File: src/rtl/uart_rx_multi_sampler.sv
// UART RX majority-vote sampler: synchronises rx_in, collects an odd number of
// samples centred on the bit midpoint and resolves them to a bit plus a noise flag.
module uart_rx_multi_sampler #(
    parameter int unsigned PWIDTH      = 6,
    parameter int unsigned MAX_SAMPLES = 7,
    parameter int unsigned SWIDTH      = 3,
    parameter int unsigned SYNC_STAGES = 2
) (
    input  logic              clk,
    input  logic              rst,
    input  logic [PWIDTH-1:0] prescale,
    input  logic [PWIDTH-1:0] edge_cnt,
    input  logic              sample_en,
    input  logic [SWIDTH-1:0] nsamp,
    input  logic              rx_in,
    output logic              sampled_bit,
    output logic              sample_valid,
    output logic              noise_err
);

    localparam int unsigned CW = ((PWIDTH > SWIDTH) ? PWIDTH : SWIDTH) + 1;

    typedef enum logic {
        IDLE    = 1'b0,
        COLLECT = 1'b1
    } state_t;

    state_t                 state_q, state_d;
    logic [SYNC_STAGES-1:0] sync_q, sync_d;
    logic [SWIDTH-1:0]      ones_q, ones_d;
    logic [SWIDTH-1:0]      count_q, count_d;
    logic                   sampled_bit_q, sampled_bit_d;
    logic                   sample_valid_q, sample_valid_d;
    logic                   noise_err_q, noise_err_d;

    logic                   rx_sync;
    logic [SWIDTH-1:0]      n_req, n_eff;
    logic [PWIDTH-1:0]      half, mid, first, last;
    logic                   in_win;
    logic                   resolve;
    logic [SWIDTH-1:0]      ones_total;
    logic [SWIDTH:0]        ones_x2;

    // Shift register synchroniser; the oldest stage feeds the sampler.
    always_comb begin
        sync_d = SYNC_STAGES'(sync_q << 1) | SYNC_STAGES'(rx_in);
    end
    assign rx_sync = sync_q[SYNC_STAGES-1];

    // Force an odd count within MAX_SAMPLES, and fall back to one sample when
    // the bit period is too short to hold the window with a margin.
    always_comb begin
        n_req = nsamp;
        if (nsamp == '0) begin
            n_req = SWIDTH'(1);
        end else if (!nsamp[0]) begin
            n_req = nsamp - SWIDTH'(1);
        end
        if (CW'(n_req) > CW'(MAX_SAMPLES)) begin
            n_req = SWIDTH'(MAX_SAMPLES);
        end
        n_eff = n_req;
        if (CW'(prescale) < CW'(n_req) + CW'(2)) begin
            n_eff = SWIDTH'(1);
        end
    end

    assign half   = PWIDTH'(n_eff >> 1);
    assign mid    = prescale >> 1;
    assign first  = mid - half;
    assign last   = mid + half;
    assign in_win = (edge_cnt >= first) && (edge_cnt <= last);

    always_comb begin
        state_d        = state_q;
        ones_d         = ones_q;
        count_d        = count_q;
        sampled_bit_d  = sampled_bit_q;
        noise_err_d    = noise_err_q;
        sample_valid_d = 1'b0;
        resolve        = 1'b0;
        ones_total     = ones_q + SWIDTH'(rx_sync);
        ones_x2        = '0;

        case (state_q)
            IDLE: begin
                if (sample_en && (edge_cnt == first)) begin
                    ones_total = SWIDTH'(rx_sync);
                    if (edge_cnt == last) begin
                        resolve = 1'b1;
                    end else begin
                        state_d = COLLECT;
                        ones_d  = ones_total;
                        count_d = SWIDTH'(1);
                    end
                end
            end
            COLLECT: begin
                // Enable loss, counter resync or an overrun abandons the window silently.
                if (!sample_en || !in_win || (count_q >= n_eff)) begin
                    state_d = IDLE;
                    ones_d  = '0;
                    count_d = '0;
                end else if (edge_cnt == last) begin
                    resolve = 1'b1;
                end else begin
                    ones_d  = ones_total;
                    count_d = count_q + SWIDTH'(1);
                end
            end
            default: begin
                state_d = IDLE;
            end
        endcase

        if (resolve) begin
            ones_x2        = {ones_total, 1'b0};
            state_d        = IDLE;
            ones_d         = '0;
            count_d        = '0;
            sample_valid_d = 1'b1;
            sampled_bit_d  = ones_x2 > {1'b0, n_eff};
            noise_err_d    = (ones_total != '0) && (ones_total != n_eff);
        end
    end

    always_ff @(posedge clk or negedge rst) begin
        if (!rst) begin
            state_q        <= IDLE;
            sync_q         <= '1;
            ones_q         <= '0;
            count_q        <= '0;
            sampled_bit_q  <= 1'b1;
            sample_valid_q <= 1'b0;
            noise_err_q    <= 1'b0;
        end else begin
            state_q        <= state_d;
            sync_q         <= sync_d;
            ones_q         <= ones_d;
            count_q        <= count_d;
            sampled_bit_q  <= sampled_bit_d;
            sample_valid_q <= sample_valid_d;
            noise_err_q    <= noise_err_d;
        end
    end

    assign sampled_bit  = sampled_bit_q;
    assign sample_valid = sample_valid_q;
    assign noise_err    = noise_err_q;

endmodule

File: config.mk
export PLATFORM = sky130hd
export DESIGN_NAME = uart_rx_multi_sampler
export DESIGN_NICKNAME = d
export VERILOG_FILES = /design/src/rtl/uart_rx_multi_sampler.sv
export SDC_FILE = /design/constraint.sdc
export NUM_CORES = 1
export LEC_CHECK = 0
export BUFFER_PORTS_ARGS = -buffer_cell sky130_fd_sc_hd__buf_4
export CORE_ASPECT_RATIO = 1.1
export CORE_MARGIN = 3
export CORE_UTILIZATION = 45
export CTS_CLUSTER_DIAMETER = 100
export DETAILED_ROUTE_END_ITERATION = 7
export PLACE_DENSITY = 0.66
export SLEW_MARGIN = 20
export SYNTH_ARGS = -nofsm -noshare
export SYNTH_HDL_FRONTEND = slang
export SYNTH_SLANG_ARGS = --single-unit
File: constraint.sdc
create_clock -name clk -period 6.19 [get_ports clk]
set_clock_uncertainty 0.15 [all_clocks]
set_input_delay 0.619 -clock clk [delete_from_list [all_inputs] [get_ports clk]]
set_output_delay 0.619 -clock clk [all_outputs]
set_load 0.1 [all_outputs]
* Yosys cells after proc, flatten, opt, wreduce, memory -nomap -nowiden
Index checks and enable logic that the tools add are counted.
** Word-level totals
- RAM bits :: 0
- Flip-flop bits (word level) :: 12
- Memories :: 0
- Input port bits :: 19
- Latch bits :: 0
- Memory bits (read-only) :: 0
** Operators by class
- Div/mod/pow operators :: 0
- Add/sub/neg operators :: 6
- Bitwise gates (word level) :: 2
- Equal/unequal tests :: 6
- $lt $le $gt $ge :: 5
- Mux-type cells :: 27
- Reductions and logical operators :: 10
- Shift operators :: 0
- Multipliers :: 0
** Operators by type and width (number)
- 3-bit 2-to-1 mux :: 15
- 6-bit equality test :: 2
- 3-bit case mux with 2 select lines :: 2
- 1-bit 2-to-1 mux :: 8
- 5-bit by 2-bit adder with 6-bit output :: 1
- 6-bit greater-or-equal comparator :: 1
- 6-bit <= comparator :: 1
- 6-bit by 4-bit < comparator with 1-bit output :: 1
- 3-bit != test (second input constant) :: 2
- 5-bit by 2-bit subtractor with 6-bit output :: 1
- 3-bit by 2-bit adder with 4-bit output (second input constant) :: 1
- 4-bit by 3-bit > comparator with 1-bit output :: 1
- 4-bit by 3-bit != test with 1-bit output (second input constant) :: 1
- 1-bit case mux with 2 select lines :: 2
- 3-bit by 1-bit adder with 3-bit output :: 1
- 3-bit by 1-bit adder with 3-bit output (second input constant) :: 1
- 3-bit greater-or-equal comparator :: 1
- 1-bit logical AND :: 3
- 3-bit logical NOT :: 1
- 3-bit != test :: 1
- 3-bit AND reduction :: 1
- 3-bit nonzero test :: 1
- 3-bit by 1-bit subtractor with 3-bit output (second input constant) :: 1
- 1-bit logical NOT :: 2
- other kinds (3) :: 4

* Logic depth before layout (Yosys ltp)
- Depth after elaboration :: 16
- Gate-level depth with buffers :: 27
- Mapped depth without buffers :: 26

* Worst setup path after synthesis
OpenSTA, ideal clock, no wires.
- Kind :: input -> register
- Start point :: input port nsamp[0]
- End point :: register sampled_bit_q, in the netlist sampled_bit
- Stages on the path :: 27
- Data required time :: 5.948 ns
- Arrival time :: 4.839 ns
- Setup time :: 0.092 ns
- Slack :: 1.108 ns
- Buffers on the path :: 1
- Cells stage by stage :: inv_1 ha_1 nor2b_2 mux2i_1 inv_1 ha_1 inv_1 ha_1 o21ai_0 nor2_1 nor4_1 nand2b_1 inv_1 ha_1 inv_1 fa_1 nor3_1 xnor2_1 ha_1 and4_4 and4_2 buf_2 nor2b_1 ha_1 nor2b_1 a211oi_1 a21oi_1
** Between the ends
- Word-level cells in the longest chain between the ends :: 14
- Elaborated cells between the ends (all ways) :: 26
** RTL lines
- from (decl) :: RTL line 14 : input logic [SWIDTH-1:0] nsamp,
- 3-bit by 1-bit subtractor with 3-bit output :: RTL line 57 : n_req = nsamp - SWIDTH'(1);
- 3-bit 2-to-1 mux :: RTL line 56 : end else if (!nsamp[0]) begin
- 3-bit 2-to-1 mux (*) :: RTL line 54 : if (nsamp == '0) begin
- 3-bit by 2-bit adder with 4-bit output :: RTL line 63 : if (CW'(prescale) < CW'(n_req) + CW'(2)) begin
- 6-bit by 4-bit < comparator with 1-bit output :: RTL line 63
- 3-bit 2-to-1 mux (*) :: RTL line 63
- 5-bit by 2-bit subtractor with 6-bit output / 5-bit by 2-bit adder with 6-bit output (equally long branches) :: RTL line 70, 71
- 6-bit greater-or-equal comparator / 6-bit <= comparator (equally long branches) :: RTL line 72 : assign in_win = (edge_cnt >= first) && (edge_cnt <= last);
- 1-bit logical AND :: RTL line 72
- 1-bit logical NOT :: RTL line 100 : if (!sample_en || !in_win || (count_q >= n_eff)) begin
- 1-bit logical OR (2 in a row) :: RTL line 100
- 1-bit 2-to-1 mux :: RTL line 100
- 1-bit case mux with 2 select lines :: RTL line 85 : case (state_q)
- to (signal assigned) :: RTL line 141 : sampled_bit_q <= sampled_bit_d;
- to (decl) :: RTL line 32 : logic sampled_bit_q, sampled_bit_d;
Mark *: on every way between the ends. The rest lies on a longest branch, timed or not.
A chain may end at the register's enable or synchronous reset.

* Worst setup path after layout
Same ends and word-level chain as after synthesis.

==> flow_summary.ini <==
[placement]
io_buffers = 21
dp_cells = 200
gp_congestion = 0.7713
post-dp-hpwl_um = 2312
dpl-instance-area_mm2 = 0.001546

[layout]
layout-drive-gt1-share_pct = 21.64
final_cells = 204
final_util_pct = 55.84
layout.nets = 222
final_cell_mix = ha_1, buf_4, inv_1
area_growth_pct = 15.67
design_area_mm2 = 0.001579
diodes = 0
final_common_cell = ha_1

[timing]
tns_ps = 0
period_share_pct = 85.67
fin_hold_ws_ps = 21.34
period_needed_ps = 5303
rsz0062_at_grt = no
slew_headroom_pct = 63.83
hold_violations = 0
drv_slew = 0
setup_viol = 0
max_freq_ghz = 0.1886
worst_slew_pin_slew_ps = 541.4

[global_route]
grt_pass1_vias = 1176
grt_pass1_wl_um = 4836
grt_use_total_pct = 16.27
antenna_found_initial = 0
grt_max_degree = 13
overflow = 0

[synth]
synth_cell_types = 41
avgSynthCellArea_um2 = 9.100
synth_nets = 200
yosysSeqAreaShare_pct = 22.27
ys_top_cells_by_area = ha_1, dfrtp_1, dfstp_2, nor2b_1, inv_1
synth-seq-cells = 12
netlist.area_leader.share_pct = 26.58
syn_inst = 150
synth_area_mm2 = 0.001365
yosysTopAreaCell = ha_1
ys.warnings.count = 0

[floorplan]
rows = 20
start_util_pct = 48.27
die-area_mm2 = 0.003731
ios = 22
core_mm2 = 0.002828
fp.dieH_um = 63.77
die_w_um = 58.52

[pwr]
power.switching_mw = 0.1444
seqPwrFrac_pct = 32.2
clkPwrFrac_pct = 14.3
power_per_cell_area_mw_per_mm2 = 214.9
swShare_pct = 42.57
p_int_mw = 0.1949
vdd_drop_max_v = 0.0001662
combPwrFrac_pct = 53.5
p_leak_nw = 0.8117

[critical_path]
cp_num_buf_inv = 4
ff2ff_setup_slack_ps = 3750
ff2ff_path_depth = 8
critPathLaunchType = primary input
crit_arrival_ps = 5340
max_stage_delay_ps = 390
timing.rr.start = sync_q[1]$_DFF_PN1_
critPathTopFamily = simple AND/OR/NAND/NOR gates
reg2reg_to = noise_err$_DFFE_PN0P_
required_ps = 6220
critPathKind = primary input to flop
slowest_stage = a211oi_1
path_common_cell = ha_1
path_cells = buf_4, inv_1, ha_1, nor2b_2, mux2i_1, inv_1, ha_1, inv_1, ha_1, o21ai_0, nor2_1, nor4_2, or2_2, ha_1, a211oi_1, nand2_1, ha_1, and4_4, and4_2, nor2b_1, ha_1, nor2b_1, a211oi_1, a21oi_1
end_kind = flop
cp_max_fo = 6

[clock_network]
cts_hold_buf = 0
cts.sinks = 12
clockBufferDepth = 2
clkTransAtPathRegs_ps = 70
cts_root_buf = clkbuf_4
htreeDepth = 1
cts_buffers = 3
cts_tree = yes
worstSkewPairLatency_ps = 270

[drt]
wirelength_um = 2710
drcViolationCount = 0
num_vias = 1135
wl_per_cell_um = 13.28
dr.first_iter.drc_count = 18
firstDrtPassIters = 4
avgViaCountPerCell = 5.564
ant_nets = 0

[flow_run]
maxCapViolCount = 0

[outcome]
status = finished, final reports clean

[min_path]
hp-class = primary input to async pin
-- cells by family after synthesis --
kind of cell	after synthesis	share of synthesized area, %
buf+inv	22	6.233
xor+xnor	7	4.491
mux	4	2.933
simple gates	46	19.71
fa+ha+maj	31	29.51
compound gates	28	14.85
flops	12	22.27
-- worst register-to-register path, delay by kind of cell, from the launching register on --
kind / cells / cell delay (ps)
compound gates: 2 / 330
xor+xnor: 1 / 180
flops: 1 / 550
simple gates: 3 / 820
fa+ha+maj: 2 / 310
-- area by class of cell --
type	count	area (um2)
fill	265	1249
multi-input combinational	116	982.2
sequential	12	304.0
timing repair buffer	21	157.7
inverter	18	67.56
tap	33	41.29
clock buffer	4	26.28
-- registers in the layout, indices dropped and copies added, names as in the netlist --
name          count
sampled_bit       1
noise_err         1
count_q           3
sync_q            2
ones_q            3
sample_valid      1
state_q           1
-- per-stage QoR --
step                setup WS [ps]  total power, mW
floorplan                    1108           0.2460
global route                191.2           0.3729
detailed placement          425.9           0.2916
global placement            618.8           0.2879
finish                      887.2           0.3393
CTS                         694.3           0.3431
-- worst max-delay path by stage --
stage / start / endpoint / slack (ps) / cells after the start
2_1_floorplan: nsamp[0] / sampled_bit$_DFFE_PN1P_ / 1110 / 27
3_3_place_gp: nsamp[0] / count_q[2]$_DFFE_PN0P_ / 620 / 23
3_5_place_dp: nsamp[0] / count_q[2]$_DFFE_PN0P_ / 430 / 23
4_1_cts: nsamp[0] / count_q[2]$_DFFE_PN0P_ / 690 / 23
5_1_grt: nsamp[0] / count_q[2]$_DFFE_PN0P_ / 190 / 23
6_report: nsamp[0] / sampled_bit$_DFFE_PN1P_ / 890 / 24
-- per-layer routing --
| layer | global-route usage (%) | vias to the layer above | wire length [um] |
|---|---|---|---|
| met4 | 6.377 | 0 | 39 |
| met5 | 0 | - | 0 |
| met3 | 1.212 | 6 | 86 |
| met1 | 19.35 | 540 | 1169 |
| li1 | - | 572 | - |
| met2 | 29.47 | 17 | 1415 |
-- power by group through the flow --
| stage | Clock [mW] | Combinational, mW | Sequential, mW |
|---|---|---|---|
| after floorplan | 0 | 0.114 | 0.132 |
| after global placement | 0 | 0.178 | 0.110 |
| after detailed placement | 0 | 0.181 | 0.111 |
| after CTS | 0.0507 | 0.183 | 0.109 |
| after global routing | 0.0527 | 0.208 | 0.112 |
| final | 0.0486 | 0.182 | 0.109 |
-- timing repair --
item	CTS	global route
setup endpoints to repair	0	1
setup buffers	0	0
gates resized for setup	0	1
-- synthesized netlist by cell type (all sizes together) --
| cell type | instances |
|---|---|
| or4b | 1 |
| and4 | 3 |
| a21bo | 1 |
| a22oi | 1 |
| a22o | 2 |
| mux2i | 4 |
| nand3 | 4 |
| nor2 | 8 |
| nor2b | 12 |
| nand4 | 2 |
| fa | 2 |
| inv | 18 |
| xnor2 | 4 |
| or3 | 1 |
| a41o | 1 |
| o21ai | 6 |
| or2 | 1 |
| clkbuf | 2 |
| a211oi | 4 |
| xor2 | 3 |
| nor3 | 2 |
| a31o | 1 |
| o32ai | 2 |
| nand2b | 2 |
| a21o | 3 |
| dfstp | 3 |
| nor4 | 3 |
| ha | 29 |
| dfrtp | 9 |
| nand2 | 7 |
| buf | 2 |
| a21oi | 6 |
| a31oi | 1 |
(Power assumes the default switching activity.)
